$ cat src/rtl/run_dump_controller.sv
// run_dump_controller
//   End-of-run monitor for the Processador core. Watches the fetch stream
//   for a halt (sentinel instruction or invalid fetch, or an optional cycle
//   timeout), waits a drain interval so in-flight writes settle, then walks
//   the register file followed by the data memory through their async read
//   ports. Each entry is offered on a valid/ready dump channel.
//
//   Optional feature macro: DUMP_SKIP_ZERO_EN
//     When defined, entries whose read data is zero are not presented; the
//     walk still spends one cycle on each of them.
module run_dump_controller #(
    parameter int                 DATA_W       = 32,
    parameter int                 INSTR_W      = 32,
    parameter int                 NUM_REGS     = 32,
    parameter int                 MEM_DEPTH    = 64,
    parameter logic [INSTR_W-1:0] HALT_INSTR   = {INSTR_W{1'b0}},
    parameter int                 DRAIN_CYCLES = 5,
    parameter int                 TIMEOUT      = 0,
    localparam int RA_W  = $clog2(NUM_REGS),
    localparam int MA_W  = $clog2(MEM_DEPTH),
    localparam int IDX_W = $clog2(MEM_DEPTH > NUM_REGS ? MEM_DEPTH : NUM_REGS)
) (
    input  logic               clock,
    input  logic               reset,
    input  logic [INSTR_W-1:0] instr_in,
    input  logic               instr_valid,
    output logic [RA_W-1:0]    reg_rd_addr,
    input  logic [DATA_W-1:0]  reg_rd_data,
    output logic [MA_W-1:0]    mem_rd_addr,
    input  logic [DATA_W-1:0]  mem_rd_data,
    output logic               dump_valid,
    input  logic               dump_ready,
    output logic               dump_is_mem,
    output logic [IDX_W-1:0]   dump_index,
    output logic [DATA_W-1:0]  dump_data,
    output logic               halted,
    output logic               done,
    output logic               timed_out,
    output logic [31:0]        cycle_count
);

    localparam int               DC_W     = $clog2(DRAIN_CYCLES + 1);
    localparam logic [DC_W-1:0]  DRAIN_M1 = DC_W'(DRAIN_CYCLES - 1);
    localparam logic [IDX_W-1:0] REG_LAST = IDX_W'(NUM_REGS - 1);
    localparam logic [IDX_W-1:0] MEM_LAST = IDX_W'(MEM_DEPTH - 1);
    localparam bit               TO_EN    = (TIMEOUT != 0);
    localparam logic [31:0]      TO_M1    = 32'(TIMEOUT - 1);

    typedef enum logic [2:0] {
        S_RUN,
        S_DRAIN,
        S_DUMP_REG,
        S_DUMP_MEM,
        S_DONE
    } state_t;

    state_t             state_q, state_d;
    logic [IDX_W-1:0]   index_q;
    logic [DC_W-1:0]    drain_q;
    logic [31:0]        cycle_q;
    logic               timed_out_q;
    // A word that was offered but not taken is frozen here so the sink
    // sees it unchanged even if the backing storage changes underneath.
    logic               hold_vld_q;
    logic [DATA_W-1:0]  hold_data_q;

    logic               halt_now;
    logic               force_now;
    logic               drain_last;
    logic               in_dump;
    logic [DATA_W-1:0]  src_data;
    logic               src_zero;
    logic               present;
    logic               advance;
    logic               idx_last;

    // Halt sources: a real halt always wins over a coincident timeout.
    always_comb begin
        halt_now  = 1'b0;
        force_now = 1'b0;
        if (state_q == S_RUN) begin
            halt_now  = !instr_valid || (instr_in == HALT_INSTR);
            force_now = TO_EN && (cycle_q == TO_M1) && !halt_now;
        end
    end

    // Dump datapath: read-port addressing, presentation and handshake.
    always_comb begin
        in_dump     = (state_q == S_DUMP_REG) || (state_q == S_DUMP_MEM);
        dump_is_mem = (state_q == S_DUMP_MEM);
        reg_rd_addr = '0;
        mem_rd_addr = '0;
        src_data    = '0;
        if (state_q == S_DUMP_REG) begin
            reg_rd_addr = index_q[RA_W-1:0];
            src_data    = reg_rd_data;
        end else if (state_q == S_DUMP_MEM) begin
            mem_rd_addr = index_q[MA_W-1:0];
            src_data    = mem_rd_data;
        end
`ifdef DUMP_SKIP_ZERO_EN
        src_zero = (src_data == '0);
`else
        src_zero = 1'b0;
`endif
        // An already-offered word stays offered until it is taken.
        present    = hold_vld_q || !src_zero;
        dump_valid = in_dump && present;
        dump_data  = '0;
        if (in_dump)
            dump_data = hold_vld_q ? hold_data_q : src_data;
        dump_index = index_q;
        // Skipped entries advance unconditionally; presented ones need ready.
        advance    = in_dump && (present ? dump_ready : 1'b1);
        idx_last   = (state_q == S_DUMP_MEM) ? (index_q == MEM_LAST)
                                             : (index_q == REG_LAST);
        drain_last = (drain_q == DRAIN_M1);
        halted     = (state_q != S_RUN);
        done       = (state_q == S_DONE);
        timed_out  = timed_out_q;
        cycle_count = cycle_q;
    end

    // Next-state logic for the run / drain / dump sequence.
    always_comb begin
        state_d = state_q;
        case (state_q)
            S_RUN:      if (halt_now || force_now)  state_d = S_DRAIN;
            S_DRAIN:    if (drain_last)             state_d = S_DUMP_REG;
            S_DUMP_REG: if (advance && idx_last)    state_d = S_DUMP_MEM;
            S_DUMP_MEM: if (advance && idx_last)    state_d = S_DONE;
            default:                                state_d = state_q;
        endcase
    end

    // State register.
    always_ff @(posedge clock) begin
        if (reset)
            state_q <= S_RUN;
        else
            state_q <= state_d;
    end

    // Run-cycle counter: counts RUN cycles that do not end the run, saturating.
    always_ff @(posedge clock) begin
        if (reset)
            cycle_q <= '0;
        else if (state_q == S_RUN && !halt_now && !force_now && cycle_q != '1)
            cycle_q <= cycle_q + 32'd1;
    end

    // Timeout flag, sticky until reset.
    always_ff @(posedge clock) begin
        if (reset)
            timed_out_q <= 1'b0;
        else if (force_now)
            timed_out_q <= 1'b1;
    end

    // Drain interval counter, cleared whenever not draining.
    always_ff @(posedge clock) begin
        if (reset || state_q != S_DRAIN)
            drain_q <= '0;
        else
            drain_q <= drain_q + DC_W'(1);
    end

    // Entry index: wraps to 0 at the reg->mem and mem->done boundaries.
    always_ff @(posedge clock) begin
        if (reset)
            index_q <= '0;
        else if (advance)
            index_q <= idx_last ? '0 : index_q + IDX_W'(1);
    end

    // Stall capture: freeze an offered word until the sink takes it.
    always_ff @(posedge clock) begin
        if (reset) begin
            hold_vld_q  <= 1'b0;
            hold_data_q <= '0;
        end else if (!in_dump || advance) begin
            hold_vld_q  <= 1'b0;
        end else if (dump_valid && !dump_ready) begin
            hold_vld_q  <= 1'b1;
            hold_data_q <= dump_data;
        end
    end

endmodule
$ cat config.mk
export PLATFORM = sky130hd
export DESIGN_NAME = run_dump_controller
export DESIGN_NICKNAME = d
export VERILOG_FILES = /design/src/rtl/run_dump_controller.sv
export SDC_FILE = /design/constraint.sdc
export NUM_CORES = 1
export LEC_CHECK = 0
export BUFFER_PORTS_ARGS = -buffer_cell sky130_fd_sc_hd__buf_2
export CORE_MARGIN = 8
export CORE_UTILIZATION = 44
export CTS_CLUSTER_DIAMETER = 150
export DETAILED_ROUTE_END_ITERATION = 6
export GPL_ROUTABILITY_DRIVEN = 0
export PLACE_DENSITY_LB_ADDON = 0.12
export SYNTH_ARGS = -nofsm -noshare
export SYNTH_HDL_FRONTEND = slang
export SYNTH_SLANG_ARGS = --single-unit
$ cat constraint.sdc
create_clock -name clock -period 2 [get_ports clock]
set_input_delay 0.1 -clock clock [delete_from_list [all_inputs] [get_ports clock]]
set_output_delay 0.1 -clock clock [all_outputs]
set_load 0.02 [all_outputs]
==> results of run 1 <==
[cells by family (layout without fill, tap and decap cells)]
kind of cell	after synthesis	count (layout)	share of synthesized area [%]
other cells	1	1	0.08556
fa+ha+maj	5	5	1.427
buf+inv	50	244	5.481
xor+xnor	27	27	5.395
flops	77	77	35.17
simple gates	299	299	33.66
compound gates	89	89	10.71
mux	35	35	8.079
[cell usage in the layout (no fill, tap or decap), types with 5 or more instances in the layout]
cell      instances
xnor2_1           6
nand4_1          14
or3_1             7
mux2i_1          32
nor3_1           39
a21oi_1          76
and3_1           14
ha_1              5
nor2b_1           5
inv_1             5
nor4_1           13
o21ai_0           7
dfxtp_1          73
buf_2           184
nand3_1          25
xor2_1           21
and2_1            6
clkbuf_8         11
nor2_1          133
nand2_1          16
buf_4            33
[synth_stat cells (7+ instances only)]
library cell / n / share of area [%]
a21oi_1: 76 / 8.7
and2_1: 7 / 1.0
and3_1: 14 / 2.0
buf_1: 7 / 0.60
buf_2: 7 / 0.80
clkbuf_1: 23 / 2.0
dfxtp_1: 77 / 35
mux2i_1: 32 / 7.3
nand2_1: 18 / 1.5
nand3_1: 25 / 2.9
nand4_1: 14 / 2.0
nor2_1: 135 / 12
nor3_1: 41 / 4.7
nor4_1: 15 / 2.1
o21ai_0: 7 / 0.80
or3_1: 7 / 1.0
xor2_1: 21 / 4.2
[per-stage QoR]
step,worst slack (ns),hold slack [ns],setup TNS [ns]
3_3_place_gp,0.05573,0.4287,0
4_1_cts,0.006456,0.2710,0
5_1_grt,-0.05425,0.2995,-0.08943
3_5_place_dp,0.01486,0.4409,0
6_report,0.03886,0.2816,0
2_1_floorplan,0.006620,0.2756,0
[layer usage]
metal / global-route usage (%) / wire [um] / up-vias
li1: - / - / 2400
met5: 0 / 0 / -
met4: 6.828 / 231 / 0
met3: 4.846 / 1113 / 16
met1: 21.91 / 5682 / 2147
met2: 32.22 / 6141 / 182
[worst max-delay path: cells and delay by family (launching register included)]
kind / cells / cell delay [ns]
AND/OR/NAND/NOR: 5 / 0.95
flip-flops: 1 / 0.34
adder cells (fa/ha/maj): 1 / 0.21
multiplexers: 1 / 0.35
[flip-flops by register name, indices dropped and copies added (netlist names)]
name         count
state_q          3
drain_q          3
hold_data_q     32
hold_vld_q       1
dump_index       6
cycle_count     32
[power by group through the flow]
stage / logic, mW / clock network (mW) / registers (mW)
CTS: 0.352 / 1.20 / 1.55
global placement: 0.343 / 0 / 1.58
detailed placement: 0.351 / 0 / 1.58
finish: 0.362 / 1.17 / 1.55
global route: 0.401 / 1.27 / 1.55
floorplan: 0.209 / 0 / 1.58
[worst paths after layout]
check	start	end	slack, ns
min	reset	cycle_count[18]	0.28
max	cycle_count[1]	cycle_count[19]	0.04
max reg2reg	cycle_count[1]	cycle_count[19]	0.04
min reg2reg	drain_q[0]	drain_q[0]	0.45
[final cells by class]
cell class | count | area (um^2)
multi-input cells | 456 | 2636
well taps | 133 | 166.4
clock buffers | 12 | 145.1
clock inverters | 4 | 47.55
fillers | 971 | 3911
inverters | 7 | 26.28
flip-flops and latches | 77 | 1549
repair buffers | 221 | 1247
[what timing repair did]
| item | in CTS | in global routing |
|---|---|---|
| setup endpoints to repair | 6 | 21 |
| gates cloned | 0 | 1 |
| gates resized for setup | 1 | 9 |
| hold endpoints to repair | 0 | 0 |
| pin swaps | 0 | 1 |
==> metrics, run 1 <==
gr ovfl total 0; Clk pwr share 38.0%; CTS sink cnt 77; Primary FF master, synth dfxtp_1; Post-Route Utilization 59.80%; CTS tree done; Site Rows 36; Core ar. 0.009729 mm^2; Vias 4745; global-route wire length before repair 20730 um; Power Dens Cells 529.4 mW/mm^2; Crit. End Element flop; Setup-failing EPs final 0; # IOs 186; hold-fix buffer count after cts 0; clock buffer depth 2; Switching Fraction 24.85%; Area Overhead vs Synth 32.74%; design area 0.005818 mm^2; unique cell type count in the Yosys netlist 46; CTS root buf clkbuf_8; Leak 2.722 nW; yosys warns 0; DP HPWL 9678 um; initial antenna violation count 0; clk_skew 0.01022 ns; vias in the first global route 4636; antenna-violating nets left 0; total of max-cap violations 0; drt initial violations 172; Ant. Diodes 0; final net count 877; worst stage delay on the critical path 0.35 ns; drt first pass iters 4; Max VDD drop 338.4 uV; post-layout min period 1.961 ns; total die area 0.01341 mm^2; crit path max fanout 11; most numerous cell on the critical path and3_2; FFs w/ async S/R, synth 0%; Post-CTS Setup Bufs 0; htree depth 3; Placed Cells 893; Tot Pwr 3.080 mW; combinational share of power 11.7%; net count after synthesis 688; Worst-path clk slew 0.08 ns; status finished, final reports clean; Non-Filler Instances 910; HP Class in2reg; placed inst area 0.005562 mm^2; crit path kind reg2reg; PortBufs 184; total track usage 18.73%; Seq/Total Area, Yosys 35.17%; RSZ-0062 raised after global routing yes; via-per-instance ratio 5.214; routed length per placed instance 14.47 um; wirelength, routed 13170 um; fin crit share 98.06%; Startpoint Class flop; critical path data required time 2.23 ns; syn_area_per_cell 7.518 um^2; cells on worst reg2reg path 7; sw power 765.4 uW; TritonCTS Buffers 9; internal power 2.315 mW; share of cells above drive strength 1 34.23%; actual slew at the worst max-slew pin 0.6734 ns; die width 115.8 um; Die H 115.8 um; largest net degree at the start of global routing 66; Initial Utilization 45.05%; Flop pwr share 50.3%; DRC Markers 0; Post-Syn Instances 583; Post-synth EDFFs 0; hold depth 2; clk_lat worst skew 0.34 ns; Critical Path AT 2.19 ns; critical path, cell by cell ha_1, and3_2, and3_2, nand3_4, nand3_1, nor4_2, mux2_1; #FFs+latches synth 77; critical path's slowest cell mux2_1; Pins Over Slew Limit 0; Final Hold Fails 0; mapped cell area 0.004383 mm^2; max_slew headroom 55.11%; FMAX 0.5099 GHz
Note: power is estimated with default switching activity, not from simulation.
==> run 2: changes to the inputs <==
- GPL_TIMING_DRIVEN: unset -> 0
- SETUP_SLACK_MARGIN: unset -> 0.2
==> metrics, run 2 (same netlist as run 1, synthesis figures left out) <==
status finished, final reports clean; Core ar. 0.009729 mm^2; PortBufs 183; CTS root buf clkbuf_8; routed length per placed instance 16.39 um; DRC Markers 0; Initial Utilization 45.05%; FMAX 0.5442 GHz; Top delay family on crit path compound AO/OA/AOI/OAI gates; global-route wire length before repair 23560 um; Leak 2.929 nW; largest net degree at the start of global routing 14; crit path max fanout 6; critical path's slowest cell dfxtp_1; Crit. End Element flop; Site Rows 36; Worst-path clk slew 0.09 ns; worst stage delay on the critical path 0.32 ns; post-layout min period 1.838 ns; wirelength, routed 15520 um; most common cell after layout, fill and taps aside buf_2; total of max-cap violations 0; total die area 0.01341 mm^2; clk_skew 0.01396 ns; CTS sink cnt 77; vias in the first global route 5046; crit path kind reg2reg; Area Overhead vs Synth 48.73%; Pins Over Slew Limit 0; Ant. Diodes 0; fin crit share 91.88%; worst path bufs/invs 3; most frequent cells in the layout buf_2 (186), nor2_1 (132), dfxtp_1 (51); most numerous cell on the critical path buf_6; total track usage 21.48%; htree depth 3; drt initial violations 282; Setup-failing EPs final 0; initial antenna violation count 0; actual slew at the worst max-slew pin 0.6220 ns; clock buffer depth 2; max_slew headroom 58.53%; final net count 914; Max VDD drop 326.2 uV; Vias 5104; post-route setup TNS 0 ns; Non-Filler Instances 947; CTS tree done; clk_lat worst skew 0.36 ns; TritonCTS Buffers 9; critical path data required time 2.27 ns; Power Dens Cells 517.1 mW/mm^2; Placed Cells 899; DP HPWL 10830 um; gr ovfl total 0; Startpoint Class flop; Final Hold Fails 0; R2R setup slack 0.16 ns; WHS 0.1454 ns; Die H 115.8 um; HP Class in2reg; antenna-violating nets left 0; share of cells above drive strength 1 44.72%; RSZ-0062 raised after global routing yes; drt first pass iters 5; # IOs 186; critical path, cell by cell buf_6, clkbuf_8, and2_4, ha_4, nor2_1, and3_1, buf_6, o21bai_4, a2111oi_4; via-per-instance ratio 5.390; die width 115.8 um; Critical Path AT 2.11 ns
## run 2: area by class of cell
class,instances,area (um^2)
Tap cell,133,166.4
Clock buffer,11,151.4
Buffer,43,336.6
Fill cell,897,3211
Multi-Input combinational cell,457,2984
Timing Repair Buffer,214,1174
Sequential cell,77,1597
Clock inverter,5,81.33
Inverter,7,28.78
## run 2: power breakdown
| group | internal, mW | total, mW | switching [mW] | leakage, nW |
|---|---|---|---|---|
| Combinational | 0.222 | 0.459 | 0.237 | 2.18 |
| Sequential | 1.53 | 1.54 | 0.00779 | 0.637 |
| Clock | 0.774 | 1.38 | 0.602 | 0.116 |
## run 2: worst reg2reg max path, delay by kind of cell, from the launching register on
kind            cells  cell delay, ns
compound gates      2            0.44
buf+inv             3            0.41
simple gates        3            0.33
flops               1            0.32
fa+ha+maj           1            0.24
## run 2: path summary, 6_finish.rpt
kind | start | cells after the start | end
max | state_q[0] | 9 | state_q[0]
min | reset | 3 | cycle_count[19]
max reg2reg | state_q[0] | 9 | state_q[0]
min reg2reg | drain_q[0] | 1 | drain_q[0]
## run 2: repair_timing
action | CTS | global route
setup buffers | 20 | 10
endpoints found under the setup margin | 57 | 73
gates resized for setup | 49 | 86
pin swaps | 11 | 13
gates cloned | 0 | 2
hold buffers | 0 | 0
## run 2: routing by layer
layer  track usage (%)  part of all wire, %  vias to the layer above  routed length (um)
met4             6.482                  1.6                        0                 244
met5                 0                    0                        -                   0
li1                  -                    -                     2481                   -
met3             6.514                  9.0                       30                1390
met2             37.92                   49                      222                7645
met1             24.24                   40                     2371                6241
## run 2: metrics by stage
stage	instance area (um^2)	power (mW)	setup slack [ns]	utilization, %
floorplan	4493	1.798	0.1212	-
global placement	5575	1.946	-0.02154	57.30
detailed placement	5575	1.954	-0.005384	57.30
CTS	6128	3.348	0.1504	62.99
global route	6519	3.507	0.06826	67.00
finish	6519	3.371	0.1623	67.00
